## config.mk

```make
export PLATFORM = sky130hd
export DESIGN_NAME = instruction_fetch_unit
export DESIGN_NICKNAME = d
export VERILOG_FILES = /design/src/rtl/instruction_fetch_unit.sv
export SDC_FILE = /design/constraint.sdc
export NUM_CORES = 1
export LEC_CHECK = 0
export CAP_MARGIN = 20
export CORE_MARGIN = 3
export CORE_UTILIZATION = 48
export DETAILED_ROUTE_END_ITERATION = 6
export GPL_TIMING_DRIVEN = 0
export PLACE_DENSITY = 0.77
export SLEW_MARGIN = 5
export SYNTH_ARGS = -nofsm -noshare
export SYNTH_HDL_FRONTEND = slang
export SYNTH_SLANG_ARGS = --single-unit
```

## constraint.sdc

```tcl
create_clock -name clock -period 4.4 [get_ports clock]
set_clock_uncertainty 0.15 [all_clocks]
set_input_delay 0.88 -clock clock [delete_from_list [all_inputs] [get_ports clock]]
set_output_delay 0.88 -clock clock [all_outputs]
set_load 0.005 [all_outputs]
```

## src/rtl/instruction_fetch_unit.sv

```systemverilog
// Fetch stage: word reads from instruction memory over req/ack into a small {pc, instr} FIFO.
// Optional IFU_MISALIGN_TRAP_EN: a misaligned redirect raises a sticky fault and stalls fetch.
module instruction_fetch_unit #(
  parameter int unsigned            ADDR_WIDTH = 32,
  parameter int unsigned            DATA_WIDTH = 32,
  parameter int unsigned            FIFO_DEPTH = 2,
  parameter logic [ADDR_WIDTH-1:0]  RESET_PC   = '0
) (
  input  logic                  clock,
  input  logic                  reset,
  input  logic [ADDR_WIDTH-1:0] pc_in,
  input  logic                  pc_load,
  output logic                  imem_req,
  output logic [ADDR_WIDTH-1:0] imem_addr,
  input  logic                  imem_ack,
  input  logic [DATA_WIDTH-1:0] imem_rdata,
  output logic                  instr_valid,
  output logic [DATA_WIDTH-1:0] instr,
  output logic [ADDR_WIDTH-1:0] instr_pc,
  input  logic                  instr_ready,
  output logic                  misalign_fault
);

  localparam int unsigned PTR_W = (FIFO_DEPTH > 1) ? $clog2(FIFO_DEPTH) : 1;
  localparam int unsigned CNT_W = $clog2(FIFO_DEPTH + 1);

  typedef enum logic [1:0] {
    IDLE = 2'd0,
    REQ  = 2'd1,
    DROP = 2'd2
  } state_t;

  state_t                state;
  logic [ADDR_WIDTH-1:0] fetch_pc;
  logic [PTR_W-1:0]      rd_ptr;
  logic [PTR_W-1:0]      wr_ptr;
  logic [CNT_W-1:0]      count;

  logic [DATA_WIDTH-1:0] mem_data [FIFO_DEPTH];
  logic [ADDR_WIDTH-1:0] mem_pc   [FIFO_DEPTH];

  logic                  pop_c;
  logic                  push_c;
  logic                  room_c;
  logic                  trap_hold_c;
  logic [CNT_W-1:0]      count_n_c;
  logic [PTR_W-1:0]      rd_ptr_n_c;
  logic [DATA_WIDTH-1:0] head_data_c;
  logic [ADDR_WIDTH-1:0] head_pc_c;

  assign imem_addr = fetch_pc;

  // FIFO bookkeeping for this cycle; the head register is reloaded from the post-pop slot
  always_comb begin
    pop_c      = instr_valid & instr_ready;
    push_c     = (state == REQ) & imem_ack & ~pc_load;
    count_n_c  = count + CNT_W'(push_c) - CNT_W'(pop_c);
    rd_ptr_n_c = rd_ptr + PTR_W'(pop_c);
    room_c     = count_n_c < CNT_W'(FIFO_DEPTH);
    head_data_c = mem_data[rd_ptr_n_c];
    head_pc_c   = mem_pc[rd_ptr_n_c];
    // Only an empty-after-pop FIFO can have the write slot as its new head
    if (push_c && (wr_ptr == rd_ptr_n_c)) begin
      head_data_c = imem_rdata;
      head_pc_c   = fetch_pc;
    end
  end

  always_ff @(posedge clock) begin
    if (push_c) begin
      mem_data[wr_ptr] <= imem_rdata;
      mem_pc[wr_ptr]   <= fetch_pc;
    end
  end

  always_ff @(posedge clock or negedge reset) begin
    if (!reset) begin
      state       <= IDLE;
      imem_req    <= 1'b0;
      fetch_pc    <= RESET_PC;
      rd_ptr      <= '0;
      wr_ptr      <= '0;
      count       <= '0;
      instr_valid <= 1'b0;
      instr       <= '0;
      instr_pc    <= '0;
    end else if (pc_load) begin
      // An unanswered request must still be drained before fetching resumes
      state       <= ((state == IDLE) || imem_ack) ? IDLE : DROP;
      imem_req    <= 1'b0;
      fetch_pc    <= pc_in & ~ADDR_WIDTH'(3);
      rd_ptr      <= '0;
      wr_ptr      <= '0;
      count       <= '0;
      instr_valid <= 1'b0;
    end else begin
      rd_ptr      <= rd_ptr_n_c;
      count       <= count_n_c;
      instr_valid <= (count_n_c != '0);
      if (count_n_c != '0) begin
        instr    <= head_data_c;
        instr_pc <= head_pc_c;
      end
      if (push_c) begin
        wr_ptr   <= wr_ptr + PTR_W'(1);
        fetch_pc <= fetch_pc + ADDR_WIDTH'(4);
      end
      case (state)
        IDLE: begin
          if (room_c && !trap_hold_c) begin
            state    <= REQ;
            imem_req <= 1'b1;
          end
        end
        REQ: begin
          if (imem_ack && !room_c) begin
            state    <= IDLE;
            imem_req <= 1'b0;
          end
        end
        DROP: begin
          if (imem_ack) begin
            state <= IDLE;
          end
        end
        default: begin
          state    <= IDLE;
          imem_req <= 1'b0;
        end
      endcase
    end
  end

`ifdef IFU_MISALIGN_TRAP_EN
  // Sticky until the next redirect with an aligned target
  always_ff @(posedge clock or negedge reset) begin
    if (!reset) begin
      misalign_fault <= 1'b0;
    end else if (pc_load) begin
      misalign_fault <= |pc_in[1:0];
    end
  end
  assign trap_hold_c = misalign_fault;
`else
  assign misalign_fault = 1'b0;
  assign trap_hold_c    = 1'b0;
`endif

endmodule

```

==> metrics.csv <==
metric;value;unit
status;completed;
Util after Layout;0.640;
crit path time final;4.31;ns
fillcell total;1577;
drt pass-1 iters;6;
final setup margin;0.0851;ns
CP Data Arrival Time;4.52;ns
Detail Route Antenna Nets;0;
WHS;0.136;ns
grt total ovfl;0;
post-synthesis sequential area ratio;0.635;
Peak VDD IR;318;uV
nets;1131;
upper clock frequency limit;232;MHz
max incr delay on CP;0.64;ns
Finished Layout Cells;1342;
CP required;4.60;ns
startpoint types;input port;
RSZ-0062 raised after global routing;true;
Post-CTS Setup Bufs;0;
Synth cell types;51;
pwr/cell area;584;nW/um^2
std cell rows;51;
Ant. Diodes;0;
Final Cycle Share;0.981;
Mean Syn Cell Area;11.3;sq um
synth cell count leaders;edfxtp_1 (124), nand2_1 (101), dfrtp_1 (100), nor2_1 (80), a31oi_1 (66);
final hold violation count;0;
Die ar.;22200;sq um
post-synth top area cell;edfxtp_1;
initial core utilization;0.496;
# Max-Cap Violations;0;
crit end category;flop;
vias in the first global route;8059;
Max stage delay cell, worst path;clkdlybuf4s50_1;
Mapped Cells;865;
Max-slew headroom;0.529;
minimum setup slack after placement;-0.358;ns
Vias;7993;
Main synth FF type;edfxtp_1;
CTS tree;done;
worst min-delay path class;input port to async pin;
area of the multi-input gates;3240;sq um
asr flop ratio synth;0.446;
worst-margin pin slew;0.705;ns
Syn-to-layout area delta;29.0;%
Die Ht;149;microns
core area;19800;sq um
Ports;168;
Setup-failing EPs final;0;
Post-DP HPWL;18.5;mm
Clock transition at path regs;0.06;ns
Synth area leaders;edfxtp_1 (38%), dfrtp_1 (26%), a31oi_1 (4.2%), nand2_1 (3.9%), o221ai_1 (3.1%);
first-pass GRT wire length;43.8;mm
Hold Buf Count CTS;0;
critical path type;input port to flop;
Post-Syn Area;9810;sq um
largest fanout on the critical path;10;
initial antenna violation count;0;
post_cts resized;0;
EDFF count, synth;124;
CTS Sinks;224;
final slew viol count;0;
number of CTS-inserted buffers;24;
depth of the CTS H-tree;1;
Avg WL per Cell;20.8;microns
Register Area;6230;sq um
largest net degree at the start of global routing;64;
dpl cells;1298;
clk buf depth;3;
reg2reg start;state[0];
critical path cell sequence;clkdlybuf4s50_1 > nand4bb_1 > buf_4 > buf_6 > ha_1 > inv_1 > ha_1 > xnor2_1 > xnor2_1 > o21bai_1 > inv_2 > buf_2 > clkbuf_1 > a31oi_1;
Die W;149;microns
# DRC;0;
Leakage Power;4.51;nW
layout cell share with drive strength beyond 1;0.0891;
synth warn;0;
Port-buffer cells;160;
Synth top area share;0.380;
First DRT Iteration DRCs;941;
GPL Wtd Cong;0.864;
Yosys reg bits;224;
worst-skew pair later-pin latency;0.51;ns
Via density;5.96;
Setup crit start;imem_ack;
total wire length;27.9;mm
most common cell in the netlist;edfxtp_1;
CTS root buf;clkbuf_16;
All-Layer GR Usage;0.248;
## routing by layer
metal,vias up,global-route usage,share of wire
li1,3608,-,-
met1,3897,0.346,0.40
met2,418,0.400,0.48
met3,70,0.0392,0.086
met4,0,0.0856,0.033
met5,-,0,0
## cell families after synthesis
group,share of synthesized area
simple gates,0.132
buf+inv,0.0373
mux,0.00549
compound gates,0.157
fa+ha+maj,0.00383
flops,0.635
other cells,0.000382
xor+xnor,0.0300
## cell type report
| cell class | instances | share of cell area |
|---|---|---|
| timing repair buffer | 164 | 0.134 |
| clock inverter | 6 | 0.00445 |
| tap | 265 | 0.0262 |
| clock buffer | 38 | 0.0580 |
| buffer | 71 | 0.0273 |
| inverter | 6 | 0.00178 |
| multi-input combinational | 568 | 0.256 |
| sequential | 224 | 0.492 |
## registers in the layout, summed over array words and instances, names as in the netlist
register and cells:
mem_pc 60, instr_pc 30, mem_data 64, instr_valid 1, rd_ptr 1, count 2, imem_addr 30, imem_req 1
instr 32, wr_ptr 1, state 2
## critical path, delay by kind of cell
kind / cells / cell delay [ns]
buf+inv: 7 / 2.12
xor+xnor: 2 / 0.46
fa+ha+maj: 2 / 0.45
compound gates: 2 / 0.34
simple gates: 1 / 0.25
## per-stage QoR
stage	area, sq um	power [mW]	TNS, ns
floorplan	9820	4.12	0
global placement	11800	5.33	-250.39
detailed placement	11900	5.41	-9.45
CTS	12700	7.40	0
global route	12700	7.77	-1.29
finish	12700	7.39	0
## final timing paths
check                               end  slack (ns)  cells past startpoint
max in group asynchronous  instr_pc[11]        3.30                      2
min in group clock         instr_pc[15]        0.33                      2
min                           instr[16]        0.14                      1
max                           instr[25]        0.09                     14
max reg2reg                   instr[25]        0.59                     13
min reg2reg                instr_pc[15]        0.33                      2
## cell usage in the layout, fill, tap and decap left out, types with 3 or more instances in the layout
cell type | netlist | final
buf_4 | 9 | 10
a21oi_1 | 34 | 34
dfrtp_1 | 100 | 100
o21ai_0 | 48 | 48
inv_1 | 5 | 5
conb_1 | 1 | 5
nor3_1 | 34 | 34
buf_6 | 2 | 3
nand2b_1 | 3 | 3
buf_2 | 22 | 21
nor2_4 | 2 | 3
nand2_1 | 101 | 101
o21ai_1 | 35 | 35
clkinv_2 | 0 | 3
xnor2_1 | 12 | 12
and3_1 | 3 | 3
edfxtp_1 | 124 | 124
nand4_1 | 13 | 13
nand3_1 | 14 | 14
o22ai_1 | 30 | 30
a31oi_1 | 66 | 66
nor2_1 | 80 | 79
mux2_2 | 3 | 3
o221ai_1 | 35 | 35
clkdlybuf4s50_1 | 0 | 159
clkbuf_8 | 0 | 6
clkbuf_16 | 0 | 25
ha_1 | 3 | 3
xor2_1 | 19 | 19
clkbuf_1 | 36 | 42
buf_1 | 2 | 3
## power by group
group	internal, mW	switching [mW]	total [mW]
Sequential	2.63	0.290	2.92
Combinational	1.11	1.37	2.48
Clock	1.20	0.790	1.99
Total	4.94	2.44	7.39
Power figures use the tool's default switching activity.
